--- src/rtl/riscv_alu_arbiter_if.sv ---
// Request/response handshake bundle between two ALU requesters and the shared-ALU arbiter.
// Member names are the arbiter's own port names, so the slave view reads as its port list.
`ifndef XLEN
`define XLEN 32
`endif

interface riscv_alu_arbiter_if #(
  parameter int XLEN = `XLEN
);
  logic            i_req0_valid;
  logic            i_req1_valid;
  logic            o_req0_ready;
  logic            o_req1_ready;
  logic [XLEN-1:0] i_req0_a;
  logic [XLEN-1:0] i_req1_a;
  logic [XLEN-1:0] i_req0_b;
  logic [XLEN-1:0] i_req1_b;
  logic [3:0]      i_req0_ctrl;
  logic [3:0]      i_req1_ctrl;
  logic            i_req0_zcond;
  logic            i_req1_zcond;
  logic            o_rsp0_valid;
  logic            o_rsp1_valid;
  logic            i_rsp0_ready;
  logic            i_rsp1_ready;
  logic [XLEN-1:0] o_rsp0_result;
  logic [XLEN-1:0] o_rsp1_result;
  logic            o_rsp0_zero;
  logic            o_rsp1_zero;

  modport slave (
    input  i_req0_valid, i_req1_valid,
    input  i_req0_a, i_req1_a, i_req0_b, i_req1_b,
    input  i_req0_ctrl, i_req1_ctrl, i_req0_zcond, i_req1_zcond,
    input  i_rsp0_ready, i_rsp1_ready,
    output o_req0_ready, o_req1_ready,
    output o_rsp0_valid, o_rsp1_valid,
    output o_rsp0_result, o_rsp1_result, o_rsp0_zero, o_rsp1_zero
  );

  modport master (
    output i_req0_valid, i_req1_valid,
    output i_req0_a, i_req1_a, i_req0_b, i_req1_b,
    output i_req0_ctrl, i_req1_ctrl, i_req0_zcond, i_req1_zcond,
    output i_rsp0_ready, i_rsp1_ready,
    input  o_req0_ready, o_req1_ready,
    input  o_rsp0_valid, o_rsp1_valid,
    input  o_rsp0_result, o_rsp1_result, o_rsp0_zero, o_rsp1_zero
  );
endinterface

--- src/rtl/riscv_alu_arbiter.sv ---
// Two-requester round-robin arbiter in front of one shared combinational riscv_alu.
// One operation in flight: IDLE grants, EXEC samples the ALU, RESP holds the answer until taken.
`ifndef XLEN
`define XLEN 32
`endif

module riscv_alu_arbiter #(
  parameter int XLEN = `XLEN
) (
  input  logic            i_clk,
  input  logic            i_rst,
  riscv_alu_arbiter_if.slave bus,
  output logic [XLEN-1:0] o_alu_a,
  output logic [XLEN-1:0] o_alu_b,
  output logic [3:0]      o_alu_ctrl,
  output logic            o_alu_zcond,
  input  logic [XLEN-1:0] i_alu_result,
  input  logic            i_alu_zero,
  output logic            o_busy
);

  typedef enum logic [1:0] {
    S_IDLE = 2'd0,
    S_EXEC = 2'd1,
    S_RESP = 2'd2
  } state_t;

  state_t          state_q, state_d;
  logic            grant_q, grant_d;
  logic            last_grant_q, last_grant_d;
  logic [XLEN-1:0] op_a_q, op_a_d;
  logic [XLEN-1:0] op_b_q, op_b_d;
  logic [3:0]      op_ctrl_q, op_ctrl_d;
  logic            op_zcond_q, op_zcond_d;
  logic [XLEN-1:0] rsp0_result_q, rsp0_result_d;
  logic [XLEN-1:0] rsp1_result_q, rsp1_result_d;
  logic            rsp0_zero_q, rsp0_zero_d;
  logic            rsp1_zero_q, rsp1_zero_d;
  logic            rsp0_valid_q, rsp0_valid_d;
  logic            rsp1_valid_q, rsp1_valid_d;
  logic            req0_ready_c, req1_ready_c;
  logic            pick;
  logic            rsp_taken;

  always_comb begin
    state_d       = state_q;
    grant_d       = grant_q;
    last_grant_d  = last_grant_q;
    op_a_d        = op_a_q;
    op_b_d        = op_b_q;
    op_ctrl_d     = op_ctrl_q;
    op_zcond_d    = op_zcond_q;
    rsp0_result_d = rsp0_result_q;
    rsp1_result_d = rsp1_result_q;
    rsp0_zero_d   = rsp0_zero_q;
    rsp1_zero_d   = rsp1_zero_q;
    rsp0_valid_d  = rsp0_valid_q;
    rsp1_valid_d  = rsp1_valid_q;
    req0_ready_c  = 1'b0;
    req1_ready_c  = 1'b0;
    pick          = 1'b0;
    rsp_taken     = grant_q ? bus.i_rsp1_ready : bus.i_rsp0_ready;

    case (state_q)
      S_IDLE: begin
        if (bus.i_req0_valid || bus.i_req1_valid) begin
          // On contention the requester that did not win last time goes first.
          pick = (bus.i_req0_valid && bus.i_req1_valid) ? ~last_grant_q
                                                        : bus.i_req1_valid;
          req0_ready_c = ~pick;
          req1_ready_c = pick;
          grant_d      = pick;
          op_a_d       = pick ? bus.i_req1_a     : bus.i_req0_a;
          op_b_d       = pick ? bus.i_req1_b     : bus.i_req0_b;
          op_ctrl_d    = pick ? bus.i_req1_ctrl  : bus.i_req0_ctrl;
          op_zcond_d   = pick ? bus.i_req1_zcond : bus.i_req0_zcond;
          state_d      = S_EXEC;
        end
      end
      S_EXEC: begin
        if (grant_q) begin
          rsp1_result_d = i_alu_result;
          rsp1_zero_d   = i_alu_zero;
          rsp1_valid_d  = 1'b1;
        end else begin
          rsp0_result_d = i_alu_result;
          rsp0_zero_d   = i_alu_zero;
          rsp0_valid_d  = 1'b1;
        end
        state_d = S_RESP;
      end
      S_RESP: begin
        if (rsp_taken) begin
          rsp0_valid_d = 1'b0;
          rsp1_valid_d = 1'b0;
          last_grant_d = grant_q;
          state_d      = S_IDLE;
        end
      end
      default: begin
        state_d = S_IDLE;
      end
    endcase
  end

  // last_grant resets to 1 so requester 0 wins the first contention.
  always_ff @(posedge i_clk or posedge i_rst) begin
    if (i_rst) begin
      state_q       <= S_IDLE;
      grant_q       <= 1'b0;
      last_grant_q  <= 1'b1;
      op_a_q        <= '0;
      op_b_q        <= '0;
      op_ctrl_q     <= '0;
      op_zcond_q    <= 1'b0;
      rsp0_result_q <= '0;
      rsp1_result_q <= '0;
      rsp0_zero_q   <= 1'b0;
      rsp1_zero_q   <= 1'b0;
      rsp0_valid_q  <= 1'b0;
      rsp1_valid_q  <= 1'b0;
    end else begin
      state_q       <= state_d;
      grant_q       <= grant_d;
      last_grant_q  <= last_grant_d;
      op_a_q        <= op_a_d;
      op_b_q        <= op_b_d;
      op_ctrl_q     <= op_ctrl_d;
      op_zcond_q    <= op_zcond_d;
      rsp0_result_q <= rsp0_result_d;
      rsp1_result_q <= rsp1_result_d;
      rsp0_zero_q   <= rsp0_zero_d;
      rsp1_zero_q   <= rsp1_zero_d;
      rsp0_valid_q  <= rsp0_valid_d;
      rsp1_valid_q  <= rsp1_valid_d;
    end
  end

  // Ready is combinational from IDLE, so it is gated by reset to read 0 while reset is held.
  assign bus.o_req0_ready  = req0_ready_c & ~i_rst;
  assign bus.o_req1_ready  = req1_ready_c & ~i_rst;
  assign bus.o_rsp0_valid  = rsp0_valid_q;
  assign bus.o_rsp1_valid  = rsp1_valid_q;
  assign bus.o_rsp0_result = rsp0_result_q;
  assign bus.o_rsp1_result = rsp1_result_q;
  assign bus.o_rsp0_zero   = rsp0_zero_q;
  assign bus.o_rsp1_zero   = rsp1_zero_q;

  assign o_alu_a     = op_a_q;
  assign o_alu_b     = op_b_q;
  assign o_alu_ctrl  = op_ctrl_q;
  assign o_alu_zcond = op_zcond_q;
  assign o_busy      = (state_q != S_IDLE);

endmodule

--- src/flat_wrapper.sv ---
// flat-port wrapper written by rule: the top's interface ports become plain ports
module riscv_alu_arbiter_flat 
#(
  parameter int XLEN = `XLEN
)
  (i_clk, i_rst, o_alu_a, o_alu_b, o_alu_ctrl, o_alu_zcond, i_alu_result, i_alu_zero, o_busy, bus_i_req0_valid, bus_i_req1_valid, bus_i_req0_a, bus_i_req1_a, bus_i_req0_b, bus_i_req1_b, bus_i_req0_ctrl, bus_i_req1_ctrl, bus_i_req0_zcond, bus_i_req1_zcond, bus_i_rsp0_ready, bus_i_rsp1_ready, bus_o_req0_ready, bus_o_req1_ready, bus_o_rsp0_valid, bus_o_rsp1_valid, bus_o_rsp0_result, bus_o_rsp1_result, bus_o_rsp0_zero, bus_o_rsp1_zero);
  riscv_alu_arbiter_if #(.XLEN(XLEN)) bus_i ();
  input  logic i_clk;
  input  logic i_rst;
  output logic [XLEN-1:0] o_alu_a;
  output logic [XLEN-1:0] o_alu_b;
  output logic [3:0] o_alu_ctrl;
  output logic o_alu_zcond;
  input  logic [XLEN-1:0] i_alu_result;
  input  logic i_alu_zero;
  output logic o_busy;
  input wire logic [$bits(bus_i.i_req0_valid)-1:0] bus_i_req0_valid;
  input wire logic [$bits(bus_i.i_req1_valid)-1:0] bus_i_req1_valid;
  input wire logic [$bits(bus_i.i_req0_a)-1:0] bus_i_req0_a;
  input wire logic [$bits(bus_i.i_req1_a)-1:0] bus_i_req1_a;
  input wire logic [$bits(bus_i.i_req0_b)-1:0] bus_i_req0_b;
  input wire logic [$bits(bus_i.i_req1_b)-1:0] bus_i_req1_b;
  input wire logic [$bits(bus_i.i_req0_ctrl)-1:0] bus_i_req0_ctrl;
  input wire logic [$bits(bus_i.i_req1_ctrl)-1:0] bus_i_req1_ctrl;
  input wire logic [$bits(bus_i.i_req0_zcond)-1:0] bus_i_req0_zcond;
  input wire logic [$bits(bus_i.i_req1_zcond)-1:0] bus_i_req1_zcond;
  input wire logic [$bits(bus_i.i_rsp0_ready)-1:0] bus_i_rsp0_ready;
  input wire logic [$bits(bus_i.i_rsp1_ready)-1:0] bus_i_rsp1_ready;
  output wire logic [$bits(bus_i.o_req0_ready)-1:0] bus_o_req0_ready;
  output wire logic [$bits(bus_i.o_req1_ready)-1:0] bus_o_req1_ready;
  output wire logic [$bits(bus_i.o_rsp0_valid)-1:0] bus_o_rsp0_valid;
  output wire logic [$bits(bus_i.o_rsp1_valid)-1:0] bus_o_rsp1_valid;
  output wire logic [$bits(bus_i.o_rsp0_result)-1:0] bus_o_rsp0_result;
  output wire logic [$bits(bus_i.o_rsp1_result)-1:0] bus_o_rsp1_result;
  output wire logic [$bits(bus_i.o_rsp0_zero)-1:0] bus_o_rsp0_zero;
  output wire logic [$bits(bus_i.o_rsp1_zero)-1:0] bus_o_rsp1_zero;
  assign bus_i.i_req0_valid = bus_i_req0_valid;
  assign bus_i.i_req1_valid = bus_i_req1_valid;
  assign bus_i.i_req0_a = bus_i_req0_a;
  assign bus_i.i_req1_a = bus_i_req1_a;
  assign bus_i.i_req0_b = bus_i_req0_b;
  assign bus_i.i_req1_b = bus_i_req1_b;
  assign bus_i.i_req0_ctrl = bus_i_req0_ctrl;
  assign bus_i.i_req1_ctrl = bus_i_req1_ctrl;
  assign bus_i.i_req0_zcond = bus_i_req0_zcond;
  assign bus_i.i_req1_zcond = bus_i_req1_zcond;
  assign bus_i.i_rsp0_ready = bus_i_rsp0_ready;
  assign bus_i.i_rsp1_ready = bus_i_rsp1_ready;
  assign bus_o_req0_ready = bus_i.o_req0_ready;
  assign bus_o_req1_ready = bus_i.o_req1_ready;
  assign bus_o_rsp0_valid = bus_i.o_rsp0_valid;
  assign bus_o_rsp1_valid = bus_i.o_rsp1_valid;
  assign bus_o_rsp0_result = bus_i.o_rsp0_result;
  assign bus_o_rsp1_result = bus_i.o_rsp1_result;
  assign bus_o_rsp0_zero = bus_i.o_rsp0_zero;
  assign bus_o_rsp1_zero = bus_i.o_rsp1_zero;
  riscv_alu_arbiter #(.XLEN(XLEN)) u_core (.i_clk(i_clk), .i_rst(i_rst), .bus(bus_i), .o_alu_a(o_alu_a), .o_alu_b(o_alu_b), .o_alu_ctrl(o_alu_ctrl), .o_alu_zcond(o_alu_zcond), .i_alu_result(i_alu_result), .i_alu_zero(i_alu_zero), .o_busy(o_busy));
endmodule
--- config.mk ---
export PLATFORM = sky130hd
export DESIGN_NAME = riscv_alu_arbiter_flat
export DESIGN_NICKNAME = d
export VERILOG_FILES = /design/src/rtl/riscv_alu_arbiter_if.sv /design/src/rtl/riscv_alu_arbiter.sv /design/src/flat_wrapper.sv
export SDC_FILE = /design/constraint.sdc
export NUM_CORES = 1
export LEC_CHECK = 0
export ABC_AREA = 1
export CORE_MARGIN = 1.5
export CORE_UTILIZATION = 44
export DETAILED_ROUTE_END_ITERATION = 7
export PLACE_DENSITY = 0.95
export SLEW_MARGIN = 5
export SYNTH_ARGS = -nofsm -noshare
export SYNTH_HDL_FRONTEND = slang
export SYNTH_SLANG_ARGS = --single-unit
--- constraint.sdc ---
create_clock -name i_clk -period 6.2 [get_ports i_clk]
set_input_delay 0.62 -clock i_clk [delete_from_list [all_inputs] [get_ports i_clk]]
set_output_delay 0.62 -clock i_clk [all_outputs]
set_load 0.05 [all_outputs]
# Word-level counts from Yosys, hierarchy flattened
# Cells that the tools add are included.
# totals
inputBits	177
wordCells	55
register_bits	141
# classes
bitwise	6
mux	18
n_reduce_logical	12
n_eq_ne	6
# ops
cell	count
$mux 32	2
$mux 1	10
$reduce_and 2->1	5
$ne 2x1->1 const B	3
$pmux 2 s3	1
$reduce_and 3->1	2
$mux 2	2
$mux 4	1
$not 1->1	4
$pmux 1 s2	2
$reduce_bool 2->1	2
$and 1x1->1	2
$eq 2x1->1 const B	1
$eq 2x2->1 const B	1
$logic_not 2->1	1
$ne 2x2->1 const B	1
$logic_and 1x1->1	1
$logic_or 1x1->1	1

# Logic depth before layout (Yosys ltp)
# Gate-level depths: netlist of run 1.
# logic_depth
ltp_word	6
mapped_depth	7
depth_no_buf	7

# Worst setup path before layout of run 1
# Ideal clock, no wire load.
# synth_path
kind	input to output
from	input bus_i_req1_valid
to	output bus_o_req0_ready
n_path_buf	2
required_time_ns	5.580
arrival_time_ns	2.164
slack_ns	3.416
path_stages	5
cell_sequence	buf_2 -> nand2_1 -> buf_4 -> inv_1 -> nor3_1
# synth_between
elab_chain_cells	6
# synth_rtl
item	line	text
from (decl)	flat_wrapper.sv:18	input wire logic [$bits(bus_i.i_req1_valid)-1:0] bus_i_req1_valid;
$logic_and 1x1->1	riscv_alu_arbiter.sv:68	pick = (bus.i_req0_valid && bus.i_req1_valid) ? ~last_grant_q
$mux 1	riscv_alu_arbiter.sv:68	
$not 1->1	riscv_alu_arbiter.sv:70	req0_ready_c = ~pick;
$mux 1 *	riscv_alu_arbiter.sv:66	if (bus.i_req0_valid || bus.i_req1_valid) begin
$mux 1 *	riscv_alu_arbiter.sv:64	case (state_q)
$and 1x1->1 *	riscv_alu_arbiter.sv:140	assign bus.o_req0_ready = req0_ready_c & ~i_rst;
to (decl)	flat_wrapper.sv:29	output wire logic [$bits(bus_i.o_req0_ready)-1:0] bus_o_req0_ready;
# Every way passes the cells marked *; elsewhere a longest branch is shown, timed or not.

# Final worst setup path of run 1
# layout_path
from	input bus_i_req1_valid
to	output bus_o_req1_ready
# layout_between
elab_chain_cells	5
# layout_rtl
item	line	text
$logic_and 1x1->1	riscv_alu_arbiter.sv:68	
$mux 1	riscv_alu_arbiter.sv:68	
$mux 1 *	riscv_alu_arbiter.sv:66	
$mux 1 *	riscv_alu_arbiter.sv:64	
$and 1x1->1 *	riscv_alu_arbiter.sv:141	assign bus.o_req1_ready = req1_ready_c & ~i_rst;
to (decl)	flat_wrapper.sv:30	output wire logic [$bits(bus_i.o_req1_ready)-1:0] bus_o_req1_ready;
# Marked as above.

==> key figures, run 1 <==
Run status
  • Status: finished clean

Layout
  • P&R area growth vs syn: 57.6%
  • Layout cells sized above 1: 4.19%
  • Final nets: 1290
  • ANT cells: 0
  • Area of the multi-input gates: 2440 um2
  • Final core occ: 71.3%
  • Reg area: 3530 um2
  • Fill count: 1026

Critical path
  • Worst setup EP type: output pin
  • Critical path class: input pin to output pin
  • Critical Path Fanout Max: 72
  • Critical Path Max Stage Delay: 0.82 ns
  • Worst Reg-to-Reg Cells: 7
  • Crit path max-delay cell type: clkdlybuf4s50_1
  • CP cell instances: buf_2 > buf_4 > nand2_2 > inv_1 > nand2_1 > nor2_1 > clkdlybuf4s50_1
  • Worst setup SP type: input pin
  • CP top delay family: buffers and inverters
  • CP Buf/Inv Count: 4
  • Crit path DAT: 2.54 ns
  • Levels on crit path: 7
  • Worst endpoint required time: 5.58 ns

Logic synthesis
  • Largest family of logic cells by synthesized area: simple AND/OR/NAND/NOR gates
  • Synth Cell Area: 6600 um2
  • Synth cell types: 17
  • Post-synthesis adder-cell area fraction: 0.758%
  • Mapped Cells: 818
  • Post-synthesis mux area share: 0%
  • Syn_area_per_cell: 8.07 um2
  • Register bit count reported by yosys: 141
  • Simple-gate share of the synthesized area: 30.5%
  • Post-synthesis compound-gate area fraction: 5.46%
  • YS warnings: 0
  • Xor-xnor portion of the synthesized cell area: 0%
  • Sequential area share after synthesis: 53.4%
  • Synthesized Nets: 999

Worst hold path
  • Hold Crit Class: register to register
  • Hold-critical path depth: 2

CTS
  • H-tree levels: 4
  • Total CTS buffers: 17
  • CTS Sinks: 141
  • Clock root buffer master: clkbuf_16
  • Clk Latency, worst-skew pair: 0.41 ns
  • Post-cts hold buffer count: 0
  • CTS tree: done
  • CTS Buffer Depth: 2
  • Post-CTS Resized: 0
  • Clock Pin Slew Worst Setup and Hold Paths: 0.06 ns
  • Post-CTS setup buffer count: 0

Drt
  • Wire length after detailed routing: 20.3 mm
  • DR WL/cell: 15.6 um
  • Number of vias per cell: 5.01
  • Final ANT Viol Nets: 0
  • DRC: 0
  • DR vias: 6546
  • Drt pass-1 iters: 5
  • Initial DRC count: 446

Global route
  • Number of global-route vias before repair: 6397
  • Largest net degree at the start of global routing: 75
  • Grt total ovfl: 0
  • Initial antenna violation count: 0
  • First-pass GRT wire length: 32.0 mm
  • GRT Util Overall: 25.5%

Timing
  • Total Neg Setup Slack: 0 ns
  • Final number of max-transition violations: 0
  • Final period util: 51.0%
  • Setup violation total in the final timing report: 0
  • Worst slew pin tran: 1.07 ns
  • Maximum clock frequency: 0.316 GHz
  • Minimum clock period: 3.16 ns
  • Clock skew: 0.0102 ns
  • Fin. Hold Viols: 0
  • RSZ-0062 raised after global routing: no
  • Slew HR: 28.1%

Floorplan
  • Initial cell density of the core: 45.3%
  • Die span in x: 126 um
  • Die area: 15800 um2
  • Ports: 317
  • Core area: 14600 um2
  • Die Height: 126 um
  • Row count: 44

Power and ir drop
  • PD cells: 612 nW/um2
  • Clock power frac: 15.7%
  • VDD IR-drop max: 0.409 mV
  • Psw: 3.24 mW
  • Gate power share: 58.3%
  • Register share of total power: 26.0%
  • Lkg Pwr: 5.11 nW
  • Sw frac: 50.8%
  • Internal: 3.13 mW

Place
  • Final GP Congestion: 0.826
  • DP HPWL: 14.3 mm
  • PortBufs: 316

Job
  • Maximum Capacitance Violations: 0
## stage by stage
stage          instance area (um2)  setup WS (ns)  total power, mW  hold WS, ns  instances
6_report                     10400           3.04             6.37        0.477       1306
5_1_grt                      10400           2.92             6.68        0.498       1306
2_1_floorplan                 6600           1.80             4.06        0.467        818
3_3_place_gp                  9820           3.07             5.28        0.459       1274
3_5_place_dp                  9820           3.06             5.37        0.465       1274
4_1_cts                      10400           3.04             6.41        0.481       1306
## cell usage after synthesis
master    number  area share, %
buf_4          2           0.23
dfrtp_1      140             53
dfstp_2        1           0.40
a21oi_1        2           0.15
nor3_1         1          0.076
inv_1        111            6.3
o21ai_2        1           0.13
o21ai_0       67            5.1
nand2_1      296             17
nand3b_1      69            7.8
nand3_1       71            5.4
clkbuf_1      16           0.91
o22ai_1        1          0.095
ha_1           4           0.76
nor2_4         1           0.17
nor2_1         3           0.17
buf_2         32            2.4
## final cells by class
class                      instances  area share [%]
multi-input combinational        516            23.4
inverter                         111            4.05
clock buffer                      19            4.35
timing repair buffer             322            30.8
clock inverter                    13            1.26
sequential                       141            33.9
tap                              184            2.21
## cells by family (layout without fill, tap and decap cells)
group,after synthesis,in the layout
AO/OA/AOI/OAI,71,71
adder cells (fa/ha/maj),4,4
buffers and inverters,161,465
flip-flops,141,141
AND/OR/NAND/NOR,441,441
## path summary, 6_finish.rpt
kind / startpoint / end / slack, ns
min in group asynchronous: i_rst / u_core.o_alu_a[14] / 0.74
max: bus_i_req1_valid / bus_o_req1_ready / 3.04
max reg2reg: u_core.state_q[0] / u_core.o_alu_a[1] / 3.95
min: u_core.o_alu_b[1] / u_core.o_alu_b[1] / 0.48
min reg2reg: u_core.o_alu_b[1] / u_core.o_alu_b[1] / 0.48
max in group asynchronous: i_rst / u_core.o_alu_b[19] / 4.12
## cell usage in the layout (no fill, tap or decap)
| master | count |
|---|---|
| clkbuf_16 | 17 |
| nand3_1 | 71 |
| ha_1 | 4 |
| clkdlybuf4s50_1 | 315 |
| inv_8 | 1 |
| bufinv_16 | 1 |
| dfrtp_1 | 140 |
| clkinvlp_4 | 2 |
| buf_4 | 6 |
| o22ai_1 | 1 |
| buf_2 | 1 |
| nand2_2 | 4 |
| clkbuf_8 | 2 |
| o21ai_0 | 67 |
| clkinv_2 | 1 |
| nor2_1 | 3 |
| a21oi_1 | 2 |
| nand3b_1 | 69 |
| dfstp_2 | 1 |
| inv_6 | 5 |
| nand2_1 | 292 |
| o21ai_4 | 1 |
| nor3_1 | 1 |
| nor2_4 | 1 |
| clkinv_4 | 4 |
| inv_1 | 110 |
## registers in the layout, indices dropped and copies added (netlist names)
name	count
u_core.o_alu_a	32
u_core.o_alu_zcond	1
u_core.grant_q	1
u_core.bus.o_rsp1_zero	1
u_core.bus.o_rsp1_valid	1
u_core.o_alu_b	32
u_core.state_q	2
u_core.bus.o_rsp0_result	32
u_core.bus.o_rsp1_result	32
u_core.bus.o_rsp0_zero	1
u_core.last_grant_q	1
u_core.o_alu_ctrl	4
u_core.bus.o_rsp0_valid	1
## tightest hold or removal path, stage by stage, from the launching register on
cell and delay (ns):
dfrtp_1 0.34, nand2_1 0.05, nand2_1 0.05
## power by group through the flow
stage / clock (mW) / combinational (mW) / sequential (mW)
after floorplan: 0 / 0.878 / 3.18
after global placement: 0 / 3.65 / 1.64
after detailed placement: 0 / 3.72 / 1.66
after CTS: 1.02 / 3.74 / 1.66
after global routing: 1.06 / 3.91 / 1.71
final: 1.00 / 3.72 / 1.66
## layer usage
| metal | track usage [%] | vias up | routed length [um] |
|---|---|---|---|
| met4 | 11.9 | 0 | 793 |
| li1 | - | 3121 | - |
| met3 | 6.42 | 54 | 1520 |
| met2 | 43.4 | 312 | 10100 |
| met5 | 0 | - | 0 |
| met1 | 30.4 | 3059 | 7920 |
Power figures use the tool's default switching activity.
==> run 2: changes to the inputs <==
--- a/config.mk
+++ b/config.mk
@@ -7,9 +7,9 @@
 export LEC_CHECK = 0
 export ABC_AREA = 1
 export CORE_MARGIN = 1.5
-export CORE_UTILIZATION = 44
+export CORE_UTILIZATION = 41
 export DETAILED_ROUTE_END_ITERATION = 7
-export PLACE_DENSITY = 0.95
+export PLACE_DENSITY = 0.92
 export SLEW_MARGIN = 5
 export SYNTH_ARGS = -nofsm -noshare
 export SYNTH_HDL_FRONTEND = slang
==> constraint.sdc (replaced) <==
create_clock -name i_clk -period 3.1 [get_ports i_clk]
set_input_delay 0.31 -clock i_clk [delete_from_list [all_inputs] [get_ports i_clk]]
set_output_delay 0.31 -clock i_clk [all_outputs]
set_load 0.05 [all_outputs]
==> key figures, run 2 (same netlist as run 1, synthesis figures left out) <==
Job
  • Maximum Capacitance Violations: 0 (unchanged)

CTS
  • Total CTS buffers: 17 (unchanged)
  • Post-CTS Resized: 0 (unchanged)
  • Post-CTS setup buffer count: 0 (unchanged)
  • Clock root buffer master: clkbuf_16
  • CTS tree: done
  • Post-cts hold buffer count: 0 (unchanged)
  • CTS Sinks: 141 (unchanged)
  • Clk Latency, worst-skew pair: 0.41 ns (about the same)
  • Clock Pin Slew Worst Setup and Hold Paths: 0.06 ns (about the same)
  • H-tree levels: 4 (unchanged)
  • CTS Buffer Depth: 2 (unchanged)

Place
  • Final GP Congestion: 0.832 (+0.68%)
  • PortBufs: 316 (unchanged)
  • DP HPWL: 14.4 mm (+0.25%)

Critical path
  • Worst endpoint required time: 2.79 ns (-2.79 ns)
  • Register-to-register path setup slack: 1.09 ns (-2.86 ns)
  • Reg2reg start: u_core.state_q[1]
  • Critical Path Max Stage Delay: 0.85 ns (+0.03 ns)
  • CP top delay family: buffers and inverters
  • Most used cell, CP: inv_1
  • Crit path max-delay cell type: clkdlybuf4s50_1
  • Worst setup SP type: register
  • FF-to-FF End: u_core.bus.o_rsp0_result[23]
  • CP Buf/Inv Count: 3 (-1)
  • Worst setup EP type: output pin
  • Critical path class: register to output pin
  • Worst Reg-to-Reg Cells: 4 (-3)
  • Crit path DAT: 2.16 ns (-0.38 ns)
  • Critical Path Fanout Max: 4 (-94%)
  • CP cell instances: inv_1 > ha_1 > inv_1 > clkdlybuf4s50_1

Timing
  • Minimum clock period: 2.47 ns
  • RSZ-0062 raised after global routing: no
  • Final period util: 79.6%
  • Fin. Hold Viols: 0 (unchanged)
  • Final number of max-transition violations: 0 (unchanged)
  • Clock skew: 0.00906 ns (-0.00116 ns)
  • Setup violation total in the final timing report: 0 (unchanged)
  • Maximum clock frequency: 0.405 GHz
  • Total Neg Setup Slack: 0 ns (unchanged)
  • Slew HR: 30.4% (+2.3 points)
  • Worst slew pin tran: 1.04 ns (-0.0343 ns)

Floorplan
  • Core area: 15800 um2 (+8.5%)
  • Die area: 16900 um2 (+7.1%)
  • Die span in x: 130 um (+3.5%)
  • Initial cell density of the core: 41.7% (-3.5 points)
  • Die Height: 130 um (+3.5%)
  • Row count: 46 (+4.5%)
  • Ports: 317 (unchanged)

Layout
  • Most frequent cells in the layout: clkdlybuf4s50_1, nand2_1, dfrtp_1, inv_1, nand3_1
  • ANT cells: 0 (unchanged)
  • P&R area growth vs syn: 58.9%
  • Fill count: 1211 (+18%)
  • Layout cells sized above 1: 4.37% (+0.18 points)
  • Final nets: 1291 (+0.078%)
  • Leading cell type in the layout, fill and taps excluded: clkdlybuf4s50_1

Power and ir drop
  • VDD IR-drop max: 0.654 mV (+60%)
  • Sw frac: 50.2% (-0.65 points)
  • Gate power share: 58.3% (about the same)
  • PD cells: 1210 nW/um2 (+98%)
  • Clock power frac: 15.6% (about the same)
  • Lkg Pwr: 5.12 nW (+0.21%)
  • Internal: 6.33 mW (+100%)
  • Register share of total power: 26.1% (about the same)
  • Psw: 6.38 mW (+97%)
  • Power, Total: 12.7 mW (+100%)

Global route
  • GRT Util Overall: 22.6% (-2.9 points)
  • First-pass GRT wire length: 30.0 mm (-6.4%)
  • Initial antenna violation count: 0 (unchanged)
  • Largest net degree at the start of global routing: 85 (+13%)
  • Number of global-route vias before repair: 6214 (-2.9%)
  • Grt total ovfl: 0 (unchanged)

Drt
  • Drt pass-1 iters: 5 (unchanged)
  • DR WL/cell: 14.7 um (-5.4%)
  • Final ANT Viol Nets: 0 (unchanged)
  • Initial DRC count: 247 (-45%)
  • Number of vias per cell: 4.84 (-3.5%)
  • DR vias: 6472 (-1.1%)
  • DRC: 0 (unchanged)
  • Wire length after detailed routing: 19.7 mm (-3.1%)

Worst hold path
  • Hold Crit Class: input pin to asynchronous set/reset pin

Run status
  • Status: finished clean
==> run 2: power by group through the flow <==
stage | clock network, mW | registers (mW) | logic (mW)
2_1_floorplan | 0 | 6.36 | 1.76
5_1_grt | 2.10 | 3.42 | 7.85
3_5_place_dp | 0 | 3.33 | 7.45
3_3_place_gp | 0 | 3.29 | 7.29
6_report | 1.98 | 3.32 | 7.41
4_1_cts | 2.02 | 3.32 | 7.46
==> run 2: worst min-delay path: cells and delay by family <==
kind     cells  cell delay, ns
buf+inv      3            0.94
==> run 2: cell type report <==
| class | instances | area [um2] | share of cell area [%] |
|---|---|---|---|
| repair buffers | 323 | 3260 | 31.0 |
| multi-input cells | 516 | 2440 | 23.2 |
| clock buffers | 18 | 439 | 4.18 |
| inverters | 111 | 420 | 4.01 |
| well taps | 216 | 270 | 2.58 |
| clock inverters | 13 | 140 | 1.34 |
| flip-flops and latches | 141 | 3530 | 33.6 |
==> run 2: worst max-delay path by stage <==
| stage | start | to | cells past startpoint |
|---|---|---|---|
| 3_3_place_gp | bus_i_req0_valid | u_core.o_alu_ctrl[1] | 5 |
| 6_report | u_core.state_q[0] | o_busy | 4 |
| 3_5_place_dp | bus_i_req0_valid | u_core.o_alu_a[2] | 5 |
| 4_1_cts | u_core.state_q[0] | o_busy | 4 |
| 5_1_grt | u_core.state_q[0] | o_busy | 4 |
| 2_1_floorplan | u_core.state_q[0] | bus_o_req0_ready | 5 |
==> run 2: per-layer routing <==
| layer | vias up | global-route usage [%] | part of all wire, % |
|---|---|---|---|
| li1 | 3121 | - | - |
| met1 | 3024 | 25.5 | 38 |
| met2 | 276 | 39.4 | 50 |
| met3 | 51 | 6.48 | 8.7 |
| met4 | 0 | 11.0 | 3.8 |
| met5 | - | 0 | 0 |
==> run 2: through the flow <==
step                setup WS [ns]  cells  instance area, um2  utilization [%]  hold slack (ns)
finish                      0.633   1338               10500             66.3            0.438
CTS                         0.621   1338               10500             66.3            0.434
detailed placement          0.956   1307                9920             62.6            0.466
global route                0.549   1338               10500             66.3            0.465
global placement             1.06   1307                9920             62.6            0.460
floorplan                   0.762    818                6610                -            0.467
